## config.mk

```make
export PLATFORM = sky130hd
export DESIGN_NAME = sync_fifo_param
export DESIGN_NICKNAME = d
export VERILOG_FILES = /design/src/rtl/sync_fifo_param.sv
export SDC_FILE = /design/constraint.sdc
export NUM_CORES = 1
export LEC_CHECK = 0
export CAP_MARGIN = 20
export CORE_UTILIZATION = 35
export CTS_CLUSTER_SIZE = 10
export DETAILED_ROUTE_END_ITERATION = 7
export PLACE_DENSITY = 0.59
export SYNTH_ARGS = -nofsm -noshare
export SYNTH_HDL_FRONTEND = slang
export SYNTH_SLANG_ARGS = --single-unit
```

## constraint.sdc

```tcl
create_clock -name clock -period 5.3 [get_ports clock]
set_input_delay 1.325 -clock clock [delete_from_list [all_inputs] [get_ports clock]]
set_output_delay 1.325 -clock clock [all_outputs]
set_load 0.01 [all_outputs]
```

## src/rtl/sync_fifo_param.sv

```systemverilog
// sync_fifo_param -- parametrised single-clock FIFO for the UART register block.
//   Configurable width/depth, optional show-ahead read, almost-full/almost-empty
//   thresholds, full-range fill count and sticky overflow/underflow flags.
// Ports:
//   clock, sclr         rising-edge clock, synchronous active-high reset
//   data, wrreq         write data / write request
//   rdreq               read request (show-ahead: pop the head word)
//   clr_err             synchronous clear of overflow/underflow
//   q                   read data (registered)
//   full, empty         usedw == DEPTH / usedw == 0
//   almost_full/_empty  usedw >= AF_LEVEL / usedw <= AE_LEVEL
//   usedw               stored word count, 0..DEPTH
//   overflow, underflow sticky error flags
module sync_fifo_param #(
    parameter int WIDTH      = 8,
    parameter int DEPTH_LOG2 = 4,
    parameter int SHOWAHEAD  = 0,
    parameter int AF_LEVEL   = 12,
    parameter int AE_LEVEL   = 2
) (
    input  logic                  clock,
    input  logic                  sclr,
    input  logic [WIDTH-1:0]      data,
    input  logic                  wrreq,
    input  logic                  rdreq,
    input  logic                  clr_err,
    output logic [WIDTH-1:0]      q,
    output logic                  full,
    output logic                  empty,
    output logic                  almost_full,
    output logic                  almost_empty,
    output logic [DEPTH_LOG2:0]   usedw,
    output logic                  overflow,
    output logic                  underflow
);
    localparam int DEPTH = 2 ** DEPTH_LOG2;
    localparam int AW    = DEPTH_LOG2;
    localparam int CW    = DEPTH_LOG2 + 1;
    localparam logic [CW-1:0] C_FULL = CW'(DEPTH);
    localparam logic [CW-1:0] C_AF   = CW'(AF_LEVEL);
    localparam logic [CW-1:0] C_AE   = CW'(AE_LEVEL);

    logic [WIDTH-1:0] r_mem [DEPTH];
    logic [AW-1:0]    r_wr_ptr, r_rd_ptr;
    logic [CW-1:0]    r_usedw;
    logic [WIDTH-1:0] r_q;
    logic             r_full, r_empty, r_af, r_ae, r_ovf, r_unf;

    logic             w_rd_ok, w_wr_ok;
    logic [CW-1:0]    w_cnt_nxt;
    logic [AW-1:0]    w_rd_ptr_p1;
    logic [WIDTH-1:0] w_q_nxt;

    // A read frees a slot in the same edge, so a write at full is accepted
    // alongside it.
    assign w_rd_ok     = rdreq & ~r_empty;
    assign w_wr_ok     = wrreq & (~r_full | w_rd_ok);
    assign w_cnt_nxt   = r_usedw + CW'(w_wr_ok) - CW'(w_rd_ok);
    assign w_rd_ptr_p1 = r_rd_ptr + AW'(1);

    generate
        if (SHOWAHEAD != 0) begin : g_showahead
            // q always mirrors the head word. A write into an empty FIFO
            // becomes the head; a pop exposes the next stored word, or the
            // word written this cycle when only one was left; otherwise hold.
            always_comb begin
                w_q_nxt = r_q;
                if (w_wr_ok && r_empty)
                    w_q_nxt = data;
                else if (w_rd_ok) begin
                    if (r_usedw > CW'(1))
                        w_q_nxt = r_mem[w_rd_ptr_p1];
                    else if (w_wr_ok)
                        w_q_nxt = data;
                end
            end
        end else begin : g_normal
            always_comb begin
                w_q_nxt = r_q;
                if (w_rd_ok)
                    w_q_nxt = r_mem[r_rd_ptr];
            end
        end
    endgenerate

    // Storage has no reset; writes in the reset cycle are dropped.
    always_ff @(posedge clock) begin
        if (!sclr && w_wr_ok)
            r_mem[r_wr_ptr] <= data;
    end

    always_ff @(posedge clock) begin
        if (sclr) begin
            r_wr_ptr <= '0;
            r_rd_ptr <= '0;
            r_usedw  <= '0;
            r_q      <= '0;
            r_full   <= 1'b0;
            r_empty  <= 1'b1;
            r_af     <= 1'b0;
            r_ae     <= 1'b1;
            r_ovf    <= 1'b0;
            r_unf    <= 1'b0;
        end else begin
            if (w_wr_ok) r_wr_ptr <= r_wr_ptr + AW'(1);
            if (w_rd_ok) r_rd_ptr <= w_rd_ptr_p1;
            r_usedw <= w_cnt_nxt;
            r_q     <= w_q_nxt;
            r_full  <= (w_cnt_nxt == C_FULL);
            r_empty <= (w_cnt_nxt == '0);
            r_af    <= (w_cnt_nxt >= C_AF);
            r_ae    <= (w_cnt_nxt <= C_AE);
            // A fresh error in the clear cycle keeps the flag set.
            r_ovf   <= (r_ovf & ~clr_err) | (wrreq & ~w_wr_ok);
            r_unf   <= (r_unf & ~clr_err) | (rdreq & r_empty);
        end
    end

    assign q            = r_q;
    assign full         = r_full;
    assign empty        = r_empty;
    assign almost_full  = r_af;
    assign almost_empty = r_ae;
    assign usedw        = r_usedw;
    assign overflow     = r_ovf;
    assign underflow    = r_unf;

endmodule

```

==> impl_metrics.tcl <==
set metrics [dict create \
    status "completed" \
    min_period_ps 3780 \
    fp.dieH_um 134 \
    maxSlewViolCount 0 \
    die_w_um 134 \
    nFillCells 1484 \
    ys_warn_count 0 \
    syn_avg_cell_area_um2 16.9 \
    synth_edf_count 128 \
    critPathLaunchType "input port" \
    grt_pass1_vias 3253 \
    hold_viol_final 0 \
    hp-class "reg2reg" \
    worst_slack_ps 1520 \
    numCtsBuffers 17 \
    min_path_cells 2 \
    power_density_nw_per_um2 453 \
    wire_per_inst_um 19.5 \
    rrSetupSlack_ps 2490 \
    leakagePower_uw 0.00234 \
    busiest_layer "met2" \
    drc 0 \
    drv_cap 0 \
    synth.net_count 384 \
    synthDistinctLibCells 36 \
    cts.sinks 155 \
    track_usage 0.150 \
    ff2ff_path_depth 13 \
    dp_hpwl_mm 7.77 \
    clock.fmax_mhz 265 \
    grt_max_degree 26 \
    hp-start "r_rd_ptr[1]" \
    place_area_um2 6640 \
    fin_tns_setup_ps 0 \
    synth_top_area_share 0.632 \
    grt_overflow 0 \
    pre_cts_slack_ps 1040 \
    place.gp.congestion 0.715 \
    arrival_ps 4100 \
    cts.clk_slew.worst_paths_ps 60 \
    core_area_um2 16800 \
    placement_rows 47 \
    cts_hold_buf 0 \
    ys_top_cells_by_area "edfxtp_1 (63%), dfxtp_1 (8.9%), mux4_2 (6.7%)" \
    cts_resized 0 \
    final_antenna_net_count 0 \
    diodes 0 \
    critPathMaxFanout 6 \
    wl_mm 12.3 \
    dr.pass1.iters 4 \
    required_ps 5620 \
    use_met3 0.0348 \
    syn_inst 360 \
    r2r-end "almost_empty" \
    insertion_delay_ps 430 \
    cts_max_level 4 \
    synth_area_um2 6080 \
    io_buffers 31 \
    rsz0062_at_grt "false" \
    dpl.cell_count 601 \
    viasPerCell 5.03 \
    ys.flop_type "edfxtp_1" \
    crit_type "in2reg" \
    design_area_um2 7270 \
    dieArea_um2 17900 \
    num_vias 3183 \
    drtIter0Drc 239 \
    worst_pin_slew_ps 982 \
    start_util 0.363 \
    whs_ps 480 \
    asyncSetResetFlopFracSynth 0 \
    drive_above_1_share 0.150 \
    cts_root_buf "clkbuf_16" \
    nNetsFinal 424 \
    yosysTopAreaCell "edfxtp_1" \
    post_cts_buffers 0 \
    post-route-period-util 0.712 \
    max_slew_margin 0.343 \
    r2r-start "empty" \
    skew_ps 12.5 \
    endpoint_kind "register" \
    met2_usage 0.247 \
    cts_buffer_depth 2 \
    grt_antenna_before_repair 0 \
    ys_seq_elements 155 \
    min_to "r_rd_ptr[1]" \
    pin_count 32 \
    setup_viol 0 \
    area_growth_pct 19.6 \
    grt_first_pass_wirelength_mm 19.2 \
    grt_use_met1 0.189 \
    cts_tree "done" \
    stdcell_count 633 \
    ir_worst_vdd_uv 249 \
    seq_area_frac_synth 0.721 \
]
[logic make-up after synthesis]
kind of cell    Yosys count  synth area share
compound gates           42            0.0487
xor+xnor                  9            0.0130
fa+ha+maj                11            0.0239
buf+inv                  30            0.0216
flops                   155             0.721
mux                      55             0.128
simple gates             58            0.0444
[how the worst max path moves through the flow]
stage          startpoint            to  cells past startpoint
2_1_floorplan       rdreq  almost_empty                     13
3_3_place_gp        rdreq  almost_empty                     14
3_5_place_dp        rdreq  almost_empty                     14
4_1_cts             rdreq  almost_empty                     14
5_1_grt             rdreq  almost_empty                     14
6_report            rdreq  almost_empty                     14
[critical path: stages]
cell             delay (ps)
clkdlybuf4s50_1         480
nand2b_1                150
a21boi_2                310
inv_2                    90
ha_1                    270
inv_1                    60
ha_1                    150
inv_1                    50
fa_1                    410
nor2b_1                 130
o21ai_0                 110
a21oi_1                 200
nor3b_2                  90
a2111oi_1               260
[synthesized netlist by cell type, types with 2 or more instances]
library cell / n
edfxtp_1: 128
mux2i_1: 36
dfxtp_1: 27
nor2_1: 27
mux4_2: 18
a22oi_1: 16
inv_1: 12
nand2_1: 11
ha_1: 10
a32oi_1: 8
xor2_1: 7
buf_2: 6
clkbuf_1: 6
o21ai_0: 6
a21oi_1: 5
nor2b_1: 4
nor3_1: 4
buf_4: 3
nand2b_1: 3
o21ai_1: 3
a21o_1: 2
buf_1: 2
nand3_1: 2
xnor2_1: 2
[final cells by class]
cell class | instances | area, um2 | share of cell area
clock inverters | 14 | 194 | 0.0267
flip-flops and latches | 155 | 4390 | 0.603
clock buffers | 18 | 439 | 0.0604
well taps | 220 | 275 | 0.0378
inverters | 13 | 48.8 | 0.00671
repair buffers | 38 | 363 | 0.0499
multi-input cells | 175 | 1570 | 0.216
[through the flow]
stage          total power (uW)   util
2_1_floorplan              1800      -
3_3_place_gp               2010  0.396
3_5_place_dp               2030  0.396
4_1_cts                    3320  0.434
5_1_grt                    3420  0.434
6_report                   3290  0.434
[cells in the final DEF, fill, tap and decap left out, types with 2 or more instances in the layout]
| cell type | netlist | routed |
|---|---|---|
| a21o_1 | 2 | 2 |
| a21oi_1 | 5 | 5 |
| a22oi_1 | 16 | 16 |
| a32oi_1 | 8 | 8 |
| buf_4 | 3 | 7 |
| bufinv_16 | 0 | 3 |
| clkbuf_16 | 0 | 17 |
| clkdlybuf4s50_1 | 0 | 31 |
| clkinv_4 | 0 | 2 |
| dfxtp_1 | 27 | 26 |
| edfxtp_1 | 128 | 128 |
| ha_1 | 10 | 10 |
| inv_1 | 12 | 12 |
| inv_6 | 0 | 6 |
| inv_8 | 0 | 3 |
| mux2i_1 | 36 | 36 |
| mux4_2 | 18 | 18 |
| nand2_1 | 11 | 11 |
| nand2b_1 | 3 | 3 |
| nand3_1 | 2 | 2 |
| nor2_1 | 27 | 27 |
| nor2b_1 | 4 | 4 |
| nor3_1 | 4 | 4 |
| o21ai_0 | 6 | 6 |
| o21ai_1 | 3 | 3 |
| xnor2_1 | 2 | 2 |
| xor2_1 | 7 | 7 |
[state kept, by name, summed over array words and instances, names as in the netlist]
name          count
q                 8
overflow          1
underflow         1
empty             1
r_rd_ptr          4
r_mem           128
almost_empty      1
usedw             5
r_wr_ptr          4
full              1
almost_full       1
[metal layers]
layer	vias up	routed length, um
li1	1471	-
met1	1636	5430
met2	59	6230
met3	17	493
met4	0	183
met5	-	0
[where the power goes]
part           switching (uW)  internal (uW)  total (uW)  leakage (uW)
clock network             520            773        1290      0.000313
registers                63.3           1390        1450       0.00138
logic                     286            262         548      0.000649
No activity file was read; power rests on OpenSTA's default activity.
